==> config.mk <==
export PLATFORM = sky130hd
export DESIGN_NAME = seg_display_arbiter
export DESIGN_NICKNAME = d
export VERILOG_FILES = /design/src/rtl/seg_display_arbiter.sv
export SDC_FILE = /design/constraint.sdc
export NUM_CORES = 1
export LEC_CHECK = 0
export BUFFER_PORTS_ARGS = -buffer_cell sky130_fd_sc_hd__buf_2
export CAP_MARGIN = 20
export CORE_MARGIN = 3
export CORE_UTILIZATION = 30
export CTS_CLUSTER_DIAMETER = 150
export CTS_CLUSTER_SIZE = 20
export DETAILED_ROUTE_END_ITERATION = 10
export GPL_TIMING_DRIVEN = 0
export MAX_ROUTING_LAYER = met4
export PLACE_DENSITY = 0.6
export SLEW_MARGIN = 40
export SYNTH_ARGS = -nofsm -noshare
export SYNTH_HDL_FRONTEND = slang
export SYNTH_SLANG_ARGS = --single-unit
==> constraint.sdc <==
create_clock -name clk -period 9.4 [get_ports clk]
set_clock_uncertainty 0.05 [all_clocks]
set_input_delay 1.88 -clock clk [delete_from_list [all_inputs] [get_ports clk]]
set_output_delay 1.88 -clock clk [all_outputs]
set_load 0.03 [all_outputs]
==> src/rtl/seg_display_arbiter.sv <==
// Purpose: shares one 4-digit seven-segment display between two requesters with round-robin ties and a minimum hold.
// Latency: req -> gnt and data -> disp_data are 1 cycle, and all outputs are registered.
// Backpressure: none. Requesters hold req as a level until they are granted, and losers simply wait.
module seg_display_arbiter #(
   parameter int unsigned HOLD_CYCLES  = 25_000_000,
   parameter logic [15:0] IDLE_PATTERN = 16'h0000
) (
   input  logic        clk,
   input  logic        rst_n,
   input  logic        req0,
   input  logic [15:0] data0,
   input  logic        req1,
   input  logic [15:0] data1,
   output logic        gnt0,
   output logic        gnt1,
   output logic [15:0] disp_data,
   output logic        hold_done
);

   localparam int unsigned     CW       = $clog2(HOLD_CYCLES + 1);
   localparam logic [CW-1:0]   HOLD_MAX = CW'(HOLD_CYCLES);

   typedef enum logic [1:0] {
      ST_IDLE = 2'd0,
      ST_OWN0 = 2'd1,
      ST_OWN1 = 2'd2
   } state_t;

   state_t          state_q, state_d;
   logic            last_q, last_d;          // index of the most recent owner; 1 lets requester 0 win the first tie
   logic [CW-1:0]   hold_cnt_q, hold_cnt_d;
   logic            hold_done_q, hold_done_d;
   logic            gnt0_q, gnt0_d;
   logic            gnt1_q, gnt1_d;
   logic [15:0]     disp_q, disp_d;
   logic            hold_reached;
   logic            staying;

   assign hold_reached = (hold_cnt_q == HOLD_MAX);

   // Ownership decision: release beats hold, and preemption only after the hold has elapsed
   always_comb begin
      state_d = state_q;
      unique case (state_q)
         ST_IDLE: begin
            if (req0 && req1)  state_d = last_q ? ST_OWN0 : ST_OWN1;
            else if (req0)     state_d = ST_OWN0;
            else if (req1)     state_d = ST_OWN1;
         end
         ST_OWN0: begin
            if (!req0)                      state_d = req1 ? ST_OWN1 : ST_IDLE;
            else if (req1 && hold_reached)  state_d = ST_OWN1;
         end
         ST_OWN1: begin
            if (!req1)                      state_d = req0 ? ST_OWN0 : ST_IDLE;
            else if (req0 && hold_reached)  state_d = ST_OWN0;
         end
         default: state_d = ST_IDLE;
      endcase
   end

   // Registered outputs follow the next owner, so grant and its data land on the same edge
   always_comb begin
      gnt0_d      = (state_d == ST_OWN0);
      gnt1_d      = (state_d == ST_OWN1);
      last_d      = last_q;
      disp_d      = IDLE_PATTERN;
      hold_cnt_d  = '0;
      staying     = (state_d != ST_IDLE) && (state_d == state_q);
      case (state_d)
         ST_OWN0: begin
            disp_d = data0;
            last_d = 1'b0;
         end
         ST_OWN1: begin
            disp_d = data1;
            last_d = 1'b1;
         end
         default: ;
      endcase
      // A fresh grant or switch restarts the hold; staying counts up and saturates
      if (staying) begin
         hold_cnt_d = hold_reached ? hold_cnt_q : hold_cnt_q + CW'(1);
      end
      hold_done_d = (hold_cnt_d == HOLD_MAX);
   end

   // State and output registers, cleared asynchronously
   always_ff @(posedge clk or negedge rst_n) begin
      if (!rst_n) begin
         state_q     <= ST_IDLE;
         last_q      <= 1'b1;
         hold_cnt_q  <= '0;
         hold_done_q <= 1'b0;
         gnt0_q      <= 1'b0;
         gnt1_q      <= 1'b0;
         disp_q      <= IDLE_PATTERN;
      end else begin
         state_q     <= state_d;
         last_q      <= last_d;
         hold_cnt_q  <= hold_cnt_d;
         hold_done_q <= hold_done_d;
         gnt0_q      <= gnt0_d;
         gnt1_q      <= gnt1_d;
         disp_q      <= disp_d;
      end
   end

   assign gnt0      = gnt0_q;
   assign gnt1      = gnt1_q;
   assign disp_data = disp_q;
   assign hold_done = hold_done_q;

endmodule

* Word level (Yosys, flattened, before mapping)
Cells that the tools add are included.
** Operators by class
- $add $sub $neg :: 1
- Equal/unequal tests :: 7
- Multiplexer cells :: 15
- Reductions and logical operators :: 7
** Operators by type and width (count)
- equality test 25 bit (second input constant) :: 2
- 2-to-1 mux 25 bit :: 2
- case mux 16 bit (2 select lines) :: 1
- adder 25 x 1 -> 25 bit (second input constant) :: 1
- 2-to-1 mux 2 bit :: 9
- case mux 2 bit (3 select lines) :: 1
- equality test 2 x 1 -> 1 bit (second input constant) :: 2
- equality test 2 bit (second input constant) :: 2
- logical AND 1 bit :: 4
- nonzero test 2 bit :: 2
- equality test 2 bit :: 1
- logical NOT 2 bit :: 1
- case mux 1 bit (2 select lines) :: 1
- 2-to-1 mux 1 bit :: 1
** Storage, ports and cells
- Bits in registers :: 47
- Bits of input ports :: 36
- Output and inout bits :: 19
- Word-level logic and storage cells :: 37

* Logic depth before layout (Yosys ltp)
Gate-level depths: netlist (run 1).
- Depth in word-level cells :: 9
- Depth in mapped cells :: 15
- Mapped depth without buffers :: 14

* Worst setup path after synthesis (run 1)
OpenSTA, ideal clock, no wires.
- Path kind :: input to register
- Start point :: input port req1
- End point :: register disp_q[0] (netlist: disp_data[0])
- Library setup time :: 0.121 ns
- Data arrival time :: 3.228 ns
- Required time :: 9.229 ns
- Path slack :: 6.001 ns
- Stages on the path :: 8
- Path buffers :: 2
- Cells stage by stage :: a21o_1 > nand2_1 > nand3_1 > ha_1 > and2_1 > clkbuf_1 > clkbuf_1 > a22o_1
** On the way
- Word-level cells in the longest chain between the ends :: 6
- Elaborated cells on any way between the ends :: 13
- Classes of those cells :: 2 x eq/ne; 9 x mux; 2 x reduce/logical
** Ends and longest elaborated chain
- start: declaration :: line 12 : input logic req1,
- 2-to-1 mux 2 bit or logical AND 1 bit (tied branches) :: line 48, 52
- 2-to-1 mux 2 bit, on equally long branches :: line 47, 52
- 2-to-1 mux 2 bit, on equally long branches :: line 46, 51
- case mux 2 bit (3 select lines) * :: line 44 : unique case (state_q)
- equality test 2 bit or equality test 2 x 1 -> 1 bit (tied branches) :: line 70 : case (state_d)
- case mux 16 bit (2 select lines) * :: line 70
- named net disp_d[0] :: line 35 : logic [15:0] disp_q, disp_d;
- end signal: assignment :: line 105 : disp_q <= disp_d;
- end: declaration :: line 35
The timed path passes the listed nets; every way through them passes the cells marked *.
A chain may end at the register's enable or synchronous reset.

* Final worst setup path (run 1)
- Start point :: register hold_cnt_q[1]
- End point :: register disp_q[0] (netlist: disp_data[0])
** On the way
- Word-level cells in the longest chain between the ends :: 7
- Elaborated cells on any way between the ends :: 11
- Classes of those cells :: 3 x eq/ne; 6 x mux; 2 x reduce/logical
** Ends and longest elaborated chain
- start: declaration :: line 31 : logic [CW-1:0] hold_cnt_q, hold_cnt_d;
- start signal: assignment :: line 101 : hold_cnt_q <= hold_cnt_d;
- equality test 25 bit * :: line 39 : assign hold_reached = (hold_cnt_q == HOLD_MAX);
- logical AND 1 bit, on equally long branches :: line 56, 52
- 2-to-1 mux 2 bit, on equally long branches :: line 56, 52
- 2-to-1 mux 2 bit, on equally long branches :: line 55, 51
- case mux 2 bit (3 select lines) * :: line 44
- equality test 2 bit or equality test 2 x 1 -> 1 bit (tied branches) :: line 70
- case mux 16 bit (2 select lines) * :: line 70
- named net disp_d[0] :: line 35
Marks and branches as above.

==> results of run 1 <==
==> per-stage QoR <==
| stage | worst slack, ps | instance area [sq um] | std cells | util |
|---|---|---|---|---|
| 5_1_grt | 5340 | 2980 | 412 | 0.378 |
| 3_5_place_dp | 5600 | 2890 | 404 | 0.366 |
| 6_report | 5670 | 2980 | 412 | 0.378 |
| 4_1_cts | 5670 | 2980 | 412 | 0.378 |
| 3_3_place_gp | 5660 | 2890 | 404 | 0.366 |
| 2_1_floorplan | 6000 | 2490 | 248 | - |
==> cell usage in the layout (no fill, tap or decap), drive strengths merged, types with 2 or more instances in the layout <==
| master | n |
|---|---|
| a22o | 17 |
| or4 | 3 |
| or3 | 3 |
| mux2 | 2 |
| nor3 | 5 |
| nor2 | 35 |
| nor4b | 2 |
| a21oi | 7 |
| inv | 8 |
| ha | 5 |
| nor4 | 2 |
| nand3 | 18 |
| nand4b | 2 |
| nor2b | 3 |
| xor2 | 14 |
| and4 | 2 |
| and2 | 3 |
| mux2i | 4 |
| clkbuf | 17 |
| nand4 | 11 |
| and3 | 4 |
| dfrtp | 46 |
| nand2 | 11 |
| nor3b | 2 |
| nand3b | 2 |
| xnor2 | 8 |
| buf | 56 |
| o21ai | 5 |
| and4b | 2 |
==> kinds of logic (layout without fill, tap and decap cells) <==
group | after synthesis | count (layout) | share of synthesized area
simple gates | 114 | 114 | 0.265
flops | 47 | 47 | 0.473
compound gates | 34 | 34 | 0.0995
xor+xnor | 22 | 22 | 0.0774
buf+inv | 20 | 82 | 0.0347
mux | 6 | 6 | 0.0251
fa+ha+maj | 5 | 5 | 0.0251
==> power breakdown <==
part / switching (mW) / internal, mW
Combinational: 0.0652 / 0.0367
Sequential: 0.00718 / 0.219
Clock: 0.0734 / 0.0535
Total: 0.146 / 0.309
==> sequential cells by signal (all words and copies together) (netlist names) <==
name	cells
disp_data	16
hold_cnt_q	25
state_q	2
last_q	1
gnt1	1
hold_done	1
gnt0	1
==> layer usage <==
layer	vias to the layer above	global-route usage	wire, microns
met5	-	-	0
li1	1005	-	-
met1	984	0.168	2550
met2	69	0.204	2550
met4	0	0.0389	87
met3	9	0.0294	359
==> critical path, delay by kind of cell (launching register included) <==
| kind | cells | cell delay (ps) |
|---|---|---|
| AOI/OAI and AO/OA | 2 | 450 |
| DFF | 1 | 390 |
| and+or+nand+nor | 6 | 1330 |
| buffers and inverters | 4 | 960 |
| adders and majority gates | 2 | 480 |
==> layout make-up <==
class	count	share of cell area
Multi-Input combinational cell	181	0.411
Sequential cell	47	0.395
Timing Repair Buffer	54	0.0916
Tap cell	102	0.0429
Clock buffer	6	0.0244
Buffer	13	0.0202
Inverter	7	0.00882
Clock inverter	2	0.00546
==> final timing paths <==
| check | startpoint | endpoint | slack, ps |
|---|---|---|---|
| setup / recovery | hold_cnt_q[1]$_DFF_PN0_ | disp_data[0]$_DFF_PN0_ | 5670 |
| hold / removal | hold_cnt_q[24]$_DFF_PN0_ | hold_cnt_q[24]$_DFF_PN0_ | 550 |
| setup reg to reg | hold_cnt_q[1]$_DFF_PN0_ | disp_data[0]$_DFF_PN0_ | 5670 |
| hold reg to reg | hold_cnt_q[24]$_DFF_PN0_ | hold_cnt_q[24]$_DFF_PN0_ | 550 |
| max in group asynchronous | rst_n | hold_cnt_q[7]$_DFF_PN0_ | 7390 |
| min in group asynchronous | rst_n | hold_cnt_q[20]$_DFF_PN0_ | 1490 |
==> qor.txt, run 1 <==
Setup Buffers After CTS: 0
global placer's final weighted congestion: 0.873
minimum hold slack: 546 ps
Vias/cell: 5.02
Max Fclk: 0.268 GHz
crit end category: register
CTS clock-pin slew for the worst setup and hold paths: 100 ps
TNS Setup: 0 ps
worst-path fanout max: 10
clock sink total: 47
Vias: 2067
initial antenna violation count: 0
Slowest-stage cell, CP: nor3_2
DRC Markers: 0
Syn. warnings: 0
Worst-Margin Slew: 601 ps
status: completed
kind of critical path: register to register
P&R area growth vs syn: 19.7%
Min-Delay Path Class: register to register
clock buffer depth: 2
Initial Utilization: 0.316
synthesis-stage register bit count: 47
Yosys top cell by area: dfrtp_1
RSZ-0062 raised after global routing: no
main area contributors after synthesis: dfrtp_1 (46%), a22o_1 (6.0%), nor2_1 (5.1%)
number of global-route vias before repair: 2085
footprint of the multi-input gates: 1220 sq um
Synth cell types: 48
pwr dens: 153 nW/um^2
Leak Pwr: 1.37 nW
drt pass-1 iters: 4
Total Power: 0.455 mW
CP Launch Type: register
Wirelength per Cell: 13.5 microns
syn avg cell area: 10.0 sq um
most frequent cell after synthesis: dfrtp_1
TritonCTS buffer count: 5
Max Slew Vio Count: 0
hpwl dp: 4.25 mm
Fillers: 808
most frequent CP cell: clkbuf_1
number of flops mapped to enable cells by yosys: 0
antenna viol nets, final: 0
Die X-Extent: 97.1 microns
CTS HTree Levels: 2
# resized after CTS: 0
register area: 1180 sq um
Core Box Area: 7890 sq um
worst-path cell chain: clkbuf_1 -> inv_1 -> ha_1 -> nor4b_1 -> nand2_1 -> nor3_2 -> nor2_1 -> o21ai_0 -> nand3_1 -> ha_1 -> and2_1 -> clkbuf_1 -> clkbuf_1 -> a22o_1
most frequent cells after synthesis: dfrtp_1 (46), nor2_1 (34), a22o_1 (17), nand3_1 (17), xor2_1 (14)
Root Buffer: clkbuf_8
Die H: 97.1 microns
max-cap violations: 0
share of cells above drive strength 1: 0.242
I/O Pins: 55
Reg2Reg Depth: 14
Worst VDD drop: 70.9 uV
CTS Hold Bufs: 0
Syn Std Cell Area: 2490 sq um
Syn Nets: 289
global route overflow: 0
TritonCTS clock tree: yes
Hold Vio Cnt, Final: 0
drt initial violations: 116
largest net degree at the start of global routing: 48
Synth async-reset ratio: 1.00
Syn Inst Count: 248
Nets: 350
hold path depth: 2
Arrival @ worst endpoint: 3930 ps
first-pass GRT wire length: 9.87 mm
post-synth top area share: 0.463
DIE AREA: 9420 sq um
max_slew headroom: 0.596
num rows: 32
wirelength, routed: 5.55 mm
ANT cells: 0
minimum clock period: 3730 ps
Clock Latency Late Sink: 310 ps
Max stage delay on crit path: 530 ps
critical path required time: 9600 ps
top_reg_cell synth: dfrtp_1
GRT Overall Usage: 0.130
sequential share of the synthesized area: 0.473
Port Buffers: 54
Final Cycle Share: 0.397
Final setup viols: 0
Power figures use the tool's default switching activity.
==> run 2, diff against run 1 <==
==> constraint.sdc (replaced) <==
create_clock -name clk -period 3.49 [get_ports clk]
set_clock_uncertainty 0.05 [all_clocks]
set_input_delay 0.698 -clock clk [delete_from_list [all_inputs] [get_ports clk]]
set_output_delay 0.698 -clock clk [all_outputs]
set_load 0.03 [all_outputs]
==> qor.txt, run 2 (same netlist as run 1, synthesis figures left out) <==
CTS clock-pin slew for the worst setup and hold paths: 90 ps (about the same)
share of cells above drive strength 1: 0.258 (+0.0161)
most common cell after layout, fill and taps aside: buf_2
Arrival @ worst endpoint: 3340 ps (-590 ps)
TritonCTS buffer count: 5 (unchanged)
crit end category: register
crit path from: hold_cnt_q[0]$_DFF_PN0_
RSZ-0062 raised after global routing: no
ANT cells: 0 (unchanged)
register area: 1180 sq um (+0.11%)
DIE AREA: 9420 sq um (unchanged)
Final Cell Area: 3000 sq um (+0.67%)
Placed Cells incl. Taps: 404 (unchanged)
Fillers: 806 (-0.25%)
Hold Vio Cnt, Final: 0 (unchanged)
Worst-Margin Slew: 614 ps (+13.1 ps)
final setup margin: 296 ps (-5370 ps)
global route overflow: 0 (unchanged)
largest net degree at the start of global routing: 48 (unchanged)
clock power share: 0.276 (-0.003)
antenna viol nets, final: 0 (unchanged)
Switching Fraction: 0.318 (-0.00274)
placed standard-cell area: 2890 sq um (unchanged)
max_slew headroom: 0.587 (-0.00882)
Nets: 350 (unchanged)
P&R area growth vs syn: 20.5%
TritonCTS clock tree: yes
Reg with most FFs: hold_cnt_q
CP Launch Type: register
critical path required time: 3640 ps (-5960 ps)
Vias/cell: 4.96 (-1.1%)
max FFs per register: 25 (unchanged)
Worst Setup EP: disp_data[0]$_DFF_PN0_
Wirelength per Cell: 13.5 microns (+0.31%)
Psw: 0.389 mW (+170%)
number of global-route vias before repair: 2089 (+0.19%)
Vias: 2044 (-1.1%)
Max Slew Vio Count: 0 (unchanged)
Flop pwr share: 0.500 (+0.003)
CTS HTree Levels: 2 (unchanged)
worst-path fanout max: 10 (unchanged)
pwr dens: 408 nW/um^2 (+170%)
Worst VDD drop: 191 uV (+170%)
DRC Markers: 0 (unchanged)
Reg2Reg Depth: 13 (-1)
kind of critical path: register to register
GRT Overall Usage: 0.130 (+0.000489)
drt initial violations: 97 (-16%)
Die H: 97.1 microns (unchanged)
Int Power: 0.834 mW (+170%)
reg2reg end: disp_data[0]$_DFF_PN0_
global placer's final weighted congestion: 0.873 (unchanged)
first-pass GRT wire length: 9.92 mm (+0.43%)
clock sink total: 47 (unchanged)
Root Buffer: clkbuf_8
Core Box Area: 7890 sq um (unchanged)
Max Fclk: 0.313 GHz (+17%)
Min-Delay Path Class: input port to async pin
Leak Pwr: 1.40 nW (+2.1%)
pre-CTS setup slack: -223 ps (-5830 ps)
Total Power: 1.22 mW (+170%)
Clock Latency Late Sink: 310 ps (about the same)
wirelength, routed: 5.57 mm (+0.31%)
Initial Utilization: 0.316 (unchanged)
initial antenna violation count: 0 (unchanged)
Die X-Extent: 97.1 microns (unchanged)
fin cells: 412 (unchanged)
Port Buffers: 54 (unchanged)
I/O Pins: 55 (unchanged)
num rows: 32 (unchanged)
Final setup viols: 0 (unchanged)
hpwl dp: 4.25 mm (unchanged)
reg2reg setup slack: 300 ps (-5370 ps)
clock buffer depth: 2 (unchanged)
most frequent cells in the layout: buf_2 (53), dfrtp_1 (45), nor2_1 (34)
drt pass-1 iters: 4 (unchanged)
minimum clock period: 3190 ps (-538 ps)
max-cap violations: 0 (unchanged)
status: completed
footprint of the multi-input gates: 1240 sq um (+1.0%)
combinational power share: 0.225 (about the same)
R2R Path Start: hold_cnt_q[0]$_DFF_PN0_
Final Cycle Share: 0.915 (+0.518)
==> run 2: worst min-delay path by stage <==
stage,startpoint,endpoint,slack (ps)
after floorplan,rst_n,disp_data[0]$_DFF_PN0_,350
after global routing,rst_n,hold_cnt_q[21]$_DFF_PN0_,390
after CTS,rst_n,hold_cnt_q[21]$_DFF_PN0_,360
after detailed placement,hold_cnt_q[24]$_DFF_PN0_,hold_cnt_q[24]$_DFF_PN0_,520
final,rst_n,hold_cnt_q[20]$_DFF_PN0_,320
after global placement,hold_cnt_q[24]$_DFF_PN0_,hold_cnt_q[24]$_DFF_PN0_,510
==> run 2: power groups by stage <==
stage | Sequential (mW) | Clock [mW] | Combinational, mW
final | 0.611 | 0.337 | 0.275
after global placement | 0.617 | 0 | 0.276
after CTS | 0.609 | 0.352 | 0.281
after floorplan | 0.679 | 0 | 0.119
after global routing | 0.618 | 0.374 | 0.304
after detailed placement | 0.619 | 0 | 0.280
==> run 2: layout make-up <==
| type | count | area share |
|---|---|---|
| multi-input cells | 181 | 0.413 |
| flip-flops and latches | 47 | 0.393 |
| repair buffers | 55 | 0.0935 |
| well taps | 102 | 0.0426 |
| clock buffers | 6 | 0.0242 |
| plain buffers | 12 | 0.0196 |
| inverters | 7 | 0.00876 |
| clock inverters | 2 | 0.00543 |
==> run 2: metrics by stage <==
stage               TNS (ps)  hold slack (ps)   util
floorplan                  0              352      -
global placement        -826              512  0.366
detailed placement     -2450              520  0.366
CTS                        0              356  0.379
global route               0              387  0.380
finish                     0              318  0.380
==> run 2: what timing repair did <==
item / 4_1_cts / 5_1_grt
endpoints found under the setup margin: 31 / 37
resized for setup: 3 / 3
pin swaps: 1 / 1
hold buffers: 0 / 0
setup buffers: 0 / 1
gates cloned: 0 / 0
==> run 2: layer usage <==
metal,global-route usage,part of all wire
met1,0.169,0.45
met2,0.204,0.46
met3,0.0294,0.073
met4,0.0389,0.014
met5,-,0
==> run 2: worst max-delay path: stages (launching register included) <==
cell and delay, ps:
dfrtp_2 480, inv_1 160, ha_1 160, nor4b_2 230
nand2_1 130, nor3_4 340, nor2_1 70, o21ai_1 180
nand3_1 140, ha_1 350, and2_1 170, clkbuf_1 160
clkbuf_2 210, a22o_1 260
